## src/rtl/fifo_uart_tx.sv

```systemverilog
// Serializes FIFO head words onto an idle-high async serial line: start, WL data bits LSB first, stop.
// Define FIFO_UART_TX_PARITY_EN to insert an even-parity bit between the data bits and the stop bit.
//
// state  | meaning
// IDLE   | line high, waiting for EN with a non-empty FIFO
// START  | start bit (line low), POP high in its first cycle
// DATA   | WL data bits, LSB first
// PARITY | even parity of the captured word (FIFO_UART_TX_PARITY_EN only)
// STOP   | stop bit (line high), DONE on its last cycle
module fifo_uart_tx #(
    parameter int WL           = 4,
    parameter int CLKS_PER_BIT = 4,
    parameter int C_WL         = $clog2(CLKS_PER_BIT),
    parameter int B_WL         = $clog2(WL)
) (
    input  logic          CLK,
    input  logic          RST,
    input  logic          EN,
    input  logic          EMPTY,
    input  logic [WL-1:0] head,
    output logic          POP,
    output logic          TX,
    output logic          BUSY,
    output logic          DONE
);

    typedef enum logic [2:0] {
        IDLE,
        START,
        DATA,
`ifdef FIFO_UART_TX_PARITY_EN
        PARITY,
`endif
        STOP
    } state_t;

    state_t          state, state_n;
    logic [C_WL-1:0] timer, timer_n;
    logic [B_WL-1:0] idx, idx_n;
    logic [WL-1:0]   shift, shift_n;
    logic            bit_end;
    logic            tx_n, pop_n, busy_n, done_n;
`ifdef FIFO_UART_TX_PARITY_EN
    logic            par, par_n;
`endif

    assign bit_end = (timer == C_WL'(CLKS_PER_BIT - 1));

    always_ff @(posedge CLK or posedge RST) begin
        if (RST) begin
            state <= IDLE;
            timer <= '0;
            idx   <= '0;
            shift <= '0;
            TX    <= 1'b1;
            POP   <= 1'b0;
            BUSY  <= 1'b0;
            DONE  <= 1'b0;
`ifdef FIFO_UART_TX_PARITY_EN
            par   <= 1'b0;
`endif
        end else begin
            state <= state_n;
            timer <= timer_n;
            idx   <= idx_n;
            shift <= shift_n;
            TX    <= tx_n;
            POP   <= pop_n;
            BUSY  <= busy_n;
            DONE  <= done_n;
`ifdef FIFO_UART_TX_PARITY_EN
            par   <= par_n;
`endif
        end
    end

    always_comb begin
        state_n = state;
        timer_n = timer;
        idx_n   = idx;
        shift_n = shift;
`ifdef FIFO_UART_TX_PARITY_EN
        par_n   = par;
`endif
        if (state != IDLE) begin
            timer_n = bit_end ? '0 : timer + C_WL'(1);
        end

        case (state)
            IDLE: begin
                if (EN && !EMPTY) begin
                    shift_n = head;
`ifdef FIFO_UART_TX_PARITY_EN
                    par_n   = ^head;
`endif
                    state_n = START;
                end
            end
            START: begin
                if (bit_end) state_n = DATA;
            end
            DATA: begin
                if (bit_end) begin
                    shift_n = shift >> 1;
                    if (idx == B_WL'(WL - 1)) begin
                        idx_n = '0;
`ifdef FIFO_UART_TX_PARITY_EN
                        state_n = PARITY;
`else
                        state_n = STOP;
`endif
                    end else begin
                        idx_n = idx + B_WL'(1);
                    end
                end
            end
`ifdef FIFO_UART_TX_PARITY_EN
            PARITY: begin
                if (bit_end) state_n = STOP;
            end
`endif
            STOP: begin
                if (bit_end) state_n = IDLE;
            end
            default: state_n = IDLE;
        endcase
    end

    // Outputs are registered, so they are derived from the next-state values.
    always_comb begin
        tx_n = 1'b1;
        case (state_n)
            START: tx_n = 1'b0;
            DATA:  tx_n = shift_n[0];
`ifdef FIFO_UART_TX_PARITY_EN
            PARITY: tx_n = par;
`endif
            default: tx_n = 1'b1;
        endcase
        pop_n  = (state == IDLE) && (state_n == START);
        busy_n = (state_n != IDLE);
        done_n = (state_n == STOP) && (timer_n == C_WL'(CLKS_PER_BIT - 1));
    end

endmodule

```

## config.mk

```make
export PLATFORM = sky130hd
export DESIGN_NAME = fifo_uart_tx
export DESIGN_NICKNAME = d
export VERILOG_FILES = /design/src/rtl/fifo_uart_tx.sv
export SDC_FILE = /design/constraint.sdc
export NUM_CORES = 1
export LEC_CHECK = 0
export CAP_MARGIN = 25
export CORE_MARGIN = 3
export CORE_UTILIZATION = 40
export CTS_CLUSTER_SIZE = 16
export DETAILED_ROUTE_END_ITERATION = 12
export PLACE_DENSITY = 0.64
export SETUP_SLACK_MARGIN = 0.1
export SYNTH_ARGS = -nofsm -noshare
export SYNTH_HDL_FRONTEND = slang
export SYNTH_SLANG_ARGS = --single-unit
```

## constraint.sdc

```tcl
create_clock -name CLK -period 3.9 [get_ports CLK]
set_input_delay 0.78 -clock CLK [delete_from_list [all_inputs] [get_ports CLK]]
set_output_delay 0.78 -clock CLK [all_outputs]
set_load 0.01 [all_outputs]
```

==> results of run 1 <==
## final cells by class
cell class                      count  area, µm²  share of cell area (%)
Clock buffer                        4       26.3                    2.92
Inverter                            5       18.8                    2.09
Multi-Input combinational cell     45        337                    37.4
Sequential cell                    15        377                    41.9
Tap cell                           25       31.3                    3.48
Timing Repair Buffer               11        110                    12.2
## placed cells by master, fill, tap and decap left out, drive strengths merged, types with 2 or more instances in the layout
master         count
nor2               9
nor3               2
a31oi              2
mux2               3
inv                5
o21ai              3
ha                 3
dfrtp             14
clkdlybuf4s50     11
clkbuf             4
nor4b              3
nand2b             2
nand2              4
## cell families (layout without fill, tap and decap cells)
family                     Yosys count  after routing
other                                1              1
buffers and inverters                8             20
adders and majority gates            3              3
xor gates and xnor gates             1              1
DFF                                 15             15
and+or+nand+nor                     24             24
muxes                                4              4
AOI/OAI and AO/OA                   12             12
## synth_stat cells
library cell	n	area share, %
buf_6	1	1.5
nor2_1	9	4.5
o21ai_0	3	2.0
a211oi_1	1	0.99
dfrtp_1	14	46
or2_2	1	0.83
conb_1	1	0.50
a32o_1	1	1.3
buf_2	1	0.66
and4_1	1	1.2
mux2i_1	1	1.3
a31oi_1	1	0.83
nor4b_1	2	2.3
nor4b_2	1	2.0
nor3_4	1	2.2
nand2b_1	2	1.7
a22oi_1	1	0.99
nand2_1	4	2.0
nor3_2	1	1.3
buf_4	1	0.99
a22o_1	1	1.2
a31oi_2	1	1.7
inv_1	5	2.5
and2b_1	1	0.99
mux2_2	3	4.5
o31a_1	1	1.2
ha_1	3	5.0
o21a_1	1	0.99
and3_1	1	0.83
a221o_1	1	1.3
xnor2_1	1	1.2
dfstp_2	1	3.5
## worst paths after layout
| kind | startpoint | end | cells past startpoint |
|---|---|---|---|
| max in group asynchronous | RST | TX | 2 |
| hold reg to reg | shift[3] | shift[3] | 1 |
| setup / recovery | TX | TX | 1 |
| setup reg to reg | state[1] | shift[2] | 4 |
| hold / removal | shift[3] | shift[3] | 1 |
| min in group asynchronous | RST | state[0] | 2 |
## through the flow
step	total power [µW]	instances
final	408	105
after detailed placement	325	101
after global routing	442	105
after floorplan	292	68
after CTS	416	105
after global placement	324	101
## layer usage
metal	track usage, %	wire, µm	vias to the layer above
li1	-	-	262
met1	16.0	629	255
met2	17.2	522	9
met3	3.32	55	4
met4	9.68	36	0
met5	0	0	-
## state kept, by name, summed over array words and instances (netlist names)
name,flops
timer,2
POP,1
BUSY,1
TX,1
shift,4
idx,2
DONE,1
state,3
## power by group
| part | switching [µW] | internal, µW | leakage [µW] |
|---|---|---|---|
| clock | 47.2 | 39.7 | 0.0000150 |
| combinational | 51.9 | 58.8 | 0.000204 |
| sequential | 24.2 | 186 | 0.000189 |
| total | 123 | 285 | 0.000407 |
==> results.tsv, run 1 <==
metric	value	unit
Compound-Gate Fraction of Synth Area	12.4	%
# IOs	12	
Total GRT Usage	12.3	%
Nets	92	
Avg Cell Area, Syn	11.1	µm²
post-synthesis sequential area ratio	49.8	%
Final Cycle Share	53.9	%
postcts setup bufs	0	
Leakage	0.000407	µW
clk buf depth	2	
drt wl/cell	11.8	µm
TritonRoute pass-1 iters	4	
Sink Count	15	
Core ar.	1760	µm²
Fin. Hold Viols	0	
Max IR drop VDD	0.167	mV
H-tree depth	1	
diodes inserted	0	
area of the mapped netlist	756	µm²
reg2reg setup slack	2.28	ns
Worst-path clk slew	0.08	ns
Layout Utilization	51.0	%
Core Rows	15	
Root Buffer	clkbuf_4	
Crit Path Max Fanout	1	
Area growth syn-to-layout	19.0	%
Max Cap Viol	0	
CP Data Arrival Time	1.32	ns
RSZ-0062 raised after global routing	no	
CTS tree	yes	
XOR/XNOR Fraction of Synth Area	1.16	%
Residual DRC	0	
CP Capture Type	output port	
Final Setup Violations	0	
Cell Area, Placed	873	µm²
first-pass GRT wire length	2230	µm
share of cells above drive strength 1	15.0	%
Worst Skew	0.00270	ns
Mapped Nets	79	
Final ANT Viol Nets	0	
via count of the first global-routing pass	494	
Tmin final	2.10	ns
post_cts resized	0	
Hold WC Path Type	reg -> reg	
Power Dens Cells	454	nW/µm²
Least-Margin Pin Slew	0.559	ns
Setup TNS Final	0	ns
flops & latches, synth	15	
slowest CP cell	dfstp_2	
Critical Path Max Stage Delay	0.52	ns
WS Path Type	reg -> out	
main combinational cell family by area after synthesis	simple AND/OR/NAND/NOR gates	
status	finished, final reports clean	
antenna violations before repair	0	
DRT iter0 DRCs	1	
dpl ws	1.66	ns
Startpoint Class	flip-flop	
total CTS buffers	3	
Initial Utilization	42.8	%
delay-heaviest family, CP	flip-flops	
Synth Instances	68	
die width	49.5	µm
Post-Synth Simple-Gate Area	19.7	%
Setup WS post-layout	1.80	ns
Post-Synth Adder-Cell Area	4.97	%
Die ar.	2450	µm²
fmax	476	MHz
relative slew slack	62.7	%
WL final	1240	µm
input/output buffers	11	
Slew Viols, Final	0	
Vias	530	
worst hold slack	0.493	ns
DP HPWL	906	µm
pin count of the biggest net entering global routing	16	
Cell Chain, Critical Path	clkdlybuf4s50_1	
WP data required	3.12	ns
FILL cells	172	
post-synth cell types	32	
total number of yosys warnings	0	
Via density	5.05	
Buf/Inv on CP	1	
finished layout cell area	900	µm²
Clock Latency Late Sink	0.28	ns
height of the die	49.5	µm
multiplexer area fraction after synthesis	5.79	%
RePlAce Congestion	0.752	
cts hold-fix bufs	0	
grt ovf	0	
(Power assumes the default switching activity.)
==> inputs of run 2 (changes only) <==
==> constraint.sdc (replaced) <==
create_clock -name CLK -period 2 [get_ports CLK]
set_input_delay 0.4 -clock CLK [delete_from_list [all_inputs] [get_ports CLK]]
set_output_delay 0.4 -clock CLK [all_outputs]
set_load 0.01 [all_outputs]
==> run 2 against run 1 <==
Effect of this change:
- sequential share of layout area stayed put
- die area stayed put
- sequential cell count stayed put
- clock power is 93% higher
- routed wire length is 0.24% lower
- combinational power is 95% higher
- global-route usage is 0.19 points higher
- register-to-register slack worse by 1.9 ns
- clock skew is 0.0030 ns higher
- non-clock buffer count stayed put
- critical path depth stayed put
==> results.tsv, run 2 (synthesis gave the netlist of run 1 again) <==
metric	value	unit
relative slew slack	62.7	%
post_cts resized	0	
clock power share	21.1	%
input/output buffers	11	
Cell Chain, Critical Path	clkdlybuf4s50_1	
Sink Count	15	
Max IR drop VDD	0.454	mV
most common cell after layout, fill and taps aside	dfrtp_1	
Final Setup Violations	0	
WS Path Type	reg -> out	
CP Data Arrival Time	1.32	ns
Core ar.	1760	µm²
status	finished, final reports clean	
height of the die	49.5	µm
sequential power share	51.8	%
share of cells above drive strength 1	15.0	%
Setup TNS Final	0	ns
grt ovf	0	
die width	49.5	µm
Area growth syn-to-layout	19.0	%
RSZ-0062 raised after global routing	no	
Cell Area, Placed	873	µm²
first-pass GRT wire length	2290	µm
Buf/Inv on CP	1	
CP Capture Type	output port	
Hold WC Path Type	in -> async	
reg2reg setup slack	0.40	ns
Fin. Hold Viols	0	
diodes inserted	0	
Sw Share	30.2	%
Via density	5.01	
Core Rows	15	
Largest Register	shift	
antenna violations before repair	0	
pin count of the biggest net entering global routing	16	
multi-input logic area	337	µm²
Regs by FF count	shift (4), state (3)	
Crit Path Max Fanout	1	
DRT iter0 DRCs	16	
TritonRoute pass-1 iters	4	
Internal	556	µW
via count of the first global-routing pass	509	
Die ar.	2450	µm²
RePlAce Congestion	0.752	
reg2reg path depth	4	
Total GRT Usage	12.5	%
Nets	92	
WL final	1240	µm
Power Dens Cells	886	nW/µm²
drt wl/cell	11.8	µm
Tmin final	1.72	ns
delay-heaviest family, CP	flip-flops	
Root Buffer	clkbuf_4	
Leakage	0.000407	µW
Slew Viols, Final	0	
sequential standard cell area	377	µm²
Final Cycle Share	86.2	%
Startpoint Class	flip-flop	
Worst Skew	0.00565	ns
combinational fraction of design power	27.2	%
postcts setup bufs	0	
finished layout cell area	900	µm²
H-tree depth	1	
Clock Latency Late Sink	0.28	ns
FILL cells	179	
CTS tree	yes	
Initial Utilization	42.8	%
WP data required	1.60	ns
Least-Margin Pin Slew	0.559	ns
clk buf depth	2	
slowest CP cell	dfstp_2	
commonest cells after routing, fill and taps aside	dfrtp_1 (14), clkdlybuf4s50_1 (11), nor2_1 (9)	
Psw	241	µW
# IOs	12	
Final ANT Viol Nets	0	
cts hold-fix bufs	0	
Critical Path Max Stage Delay	0.52	ns
max reg flops	4	
Residual DRC	0	
r2r startpoint	state[1]	
fmax	580	MHz
CP startpoint	TX	
reg2reg end	shift[2]	
Worst-path clk slew	0.08	ns
DP HPWL	928	µm
total CTS buffers	3	
Vias	526	
Max Cap Viol	0	
[run 2: cell counts in the layout (fill, tap and decap cells not counted)]
Identical to the previous run, type by type.
[run 2: area by class of cell]
type	count	share of cell area (%)
timing repair buffer	11	12.2
multi-input combinational	45	37.4
clock buffer	4	2.92
sequential	15	41.9
tap	25	3.48
inverter	5	2.09
[run 2: per-layer routing]
metal / share of wire [%] / GRT usage, % / up-vias
li1: - / - / 265
met1: 48 / 16.4 / 234
met2: 42 / 17.6 / 22
met3: 8.8 / 5.14 / 5
met4: 1.6 / 6.45 / 0
met5: 0 / 0 / -
[run 2: power groups by stage]
stage	clock network [µW]	registers, µW	logic [µW]
finish	168	412	216
global route	196	422	244
CTS	180	413	217
detailed placement	0	420	214
global placement	0	417	214
floorplan	0	406	164
[run 2: stage by stage]
| step | worst slack, ns | cells | total power, µW | hold WS, ns | util, % |
|---|---|---|---|---|---|
| floorplan | 0.570 | 68 | 570 | 0.301 | - |
| global placement | 0.159 | 101 | 631 | 0.489 | 49.5 |
| detailed placement | 0.148 | 101 | 634 | 0.481 | 49.5 |
| CTS | 0.258 | 105 | 810 | 0.472 | 51.0 |
| global route | 0.223 | 105 | 862 | 0.501 | 51.0 |
| finish | 0.275 | 105 | 797 | 0.459 | 51.0 |
[run 2: worst max path at each step]
stage | endpoint | slack [ns] | depth (start not counted)
after floorplan | shift[2] | 0.57 | 6
after global placement | shift[2] | 0.16 | 5
after detailed placement | shift[2] | 0.15 | 5
after CTS | TX | 0.26 | 1
after global routing | TX | 0.22 | 1
final | TX | 0.28 | 1
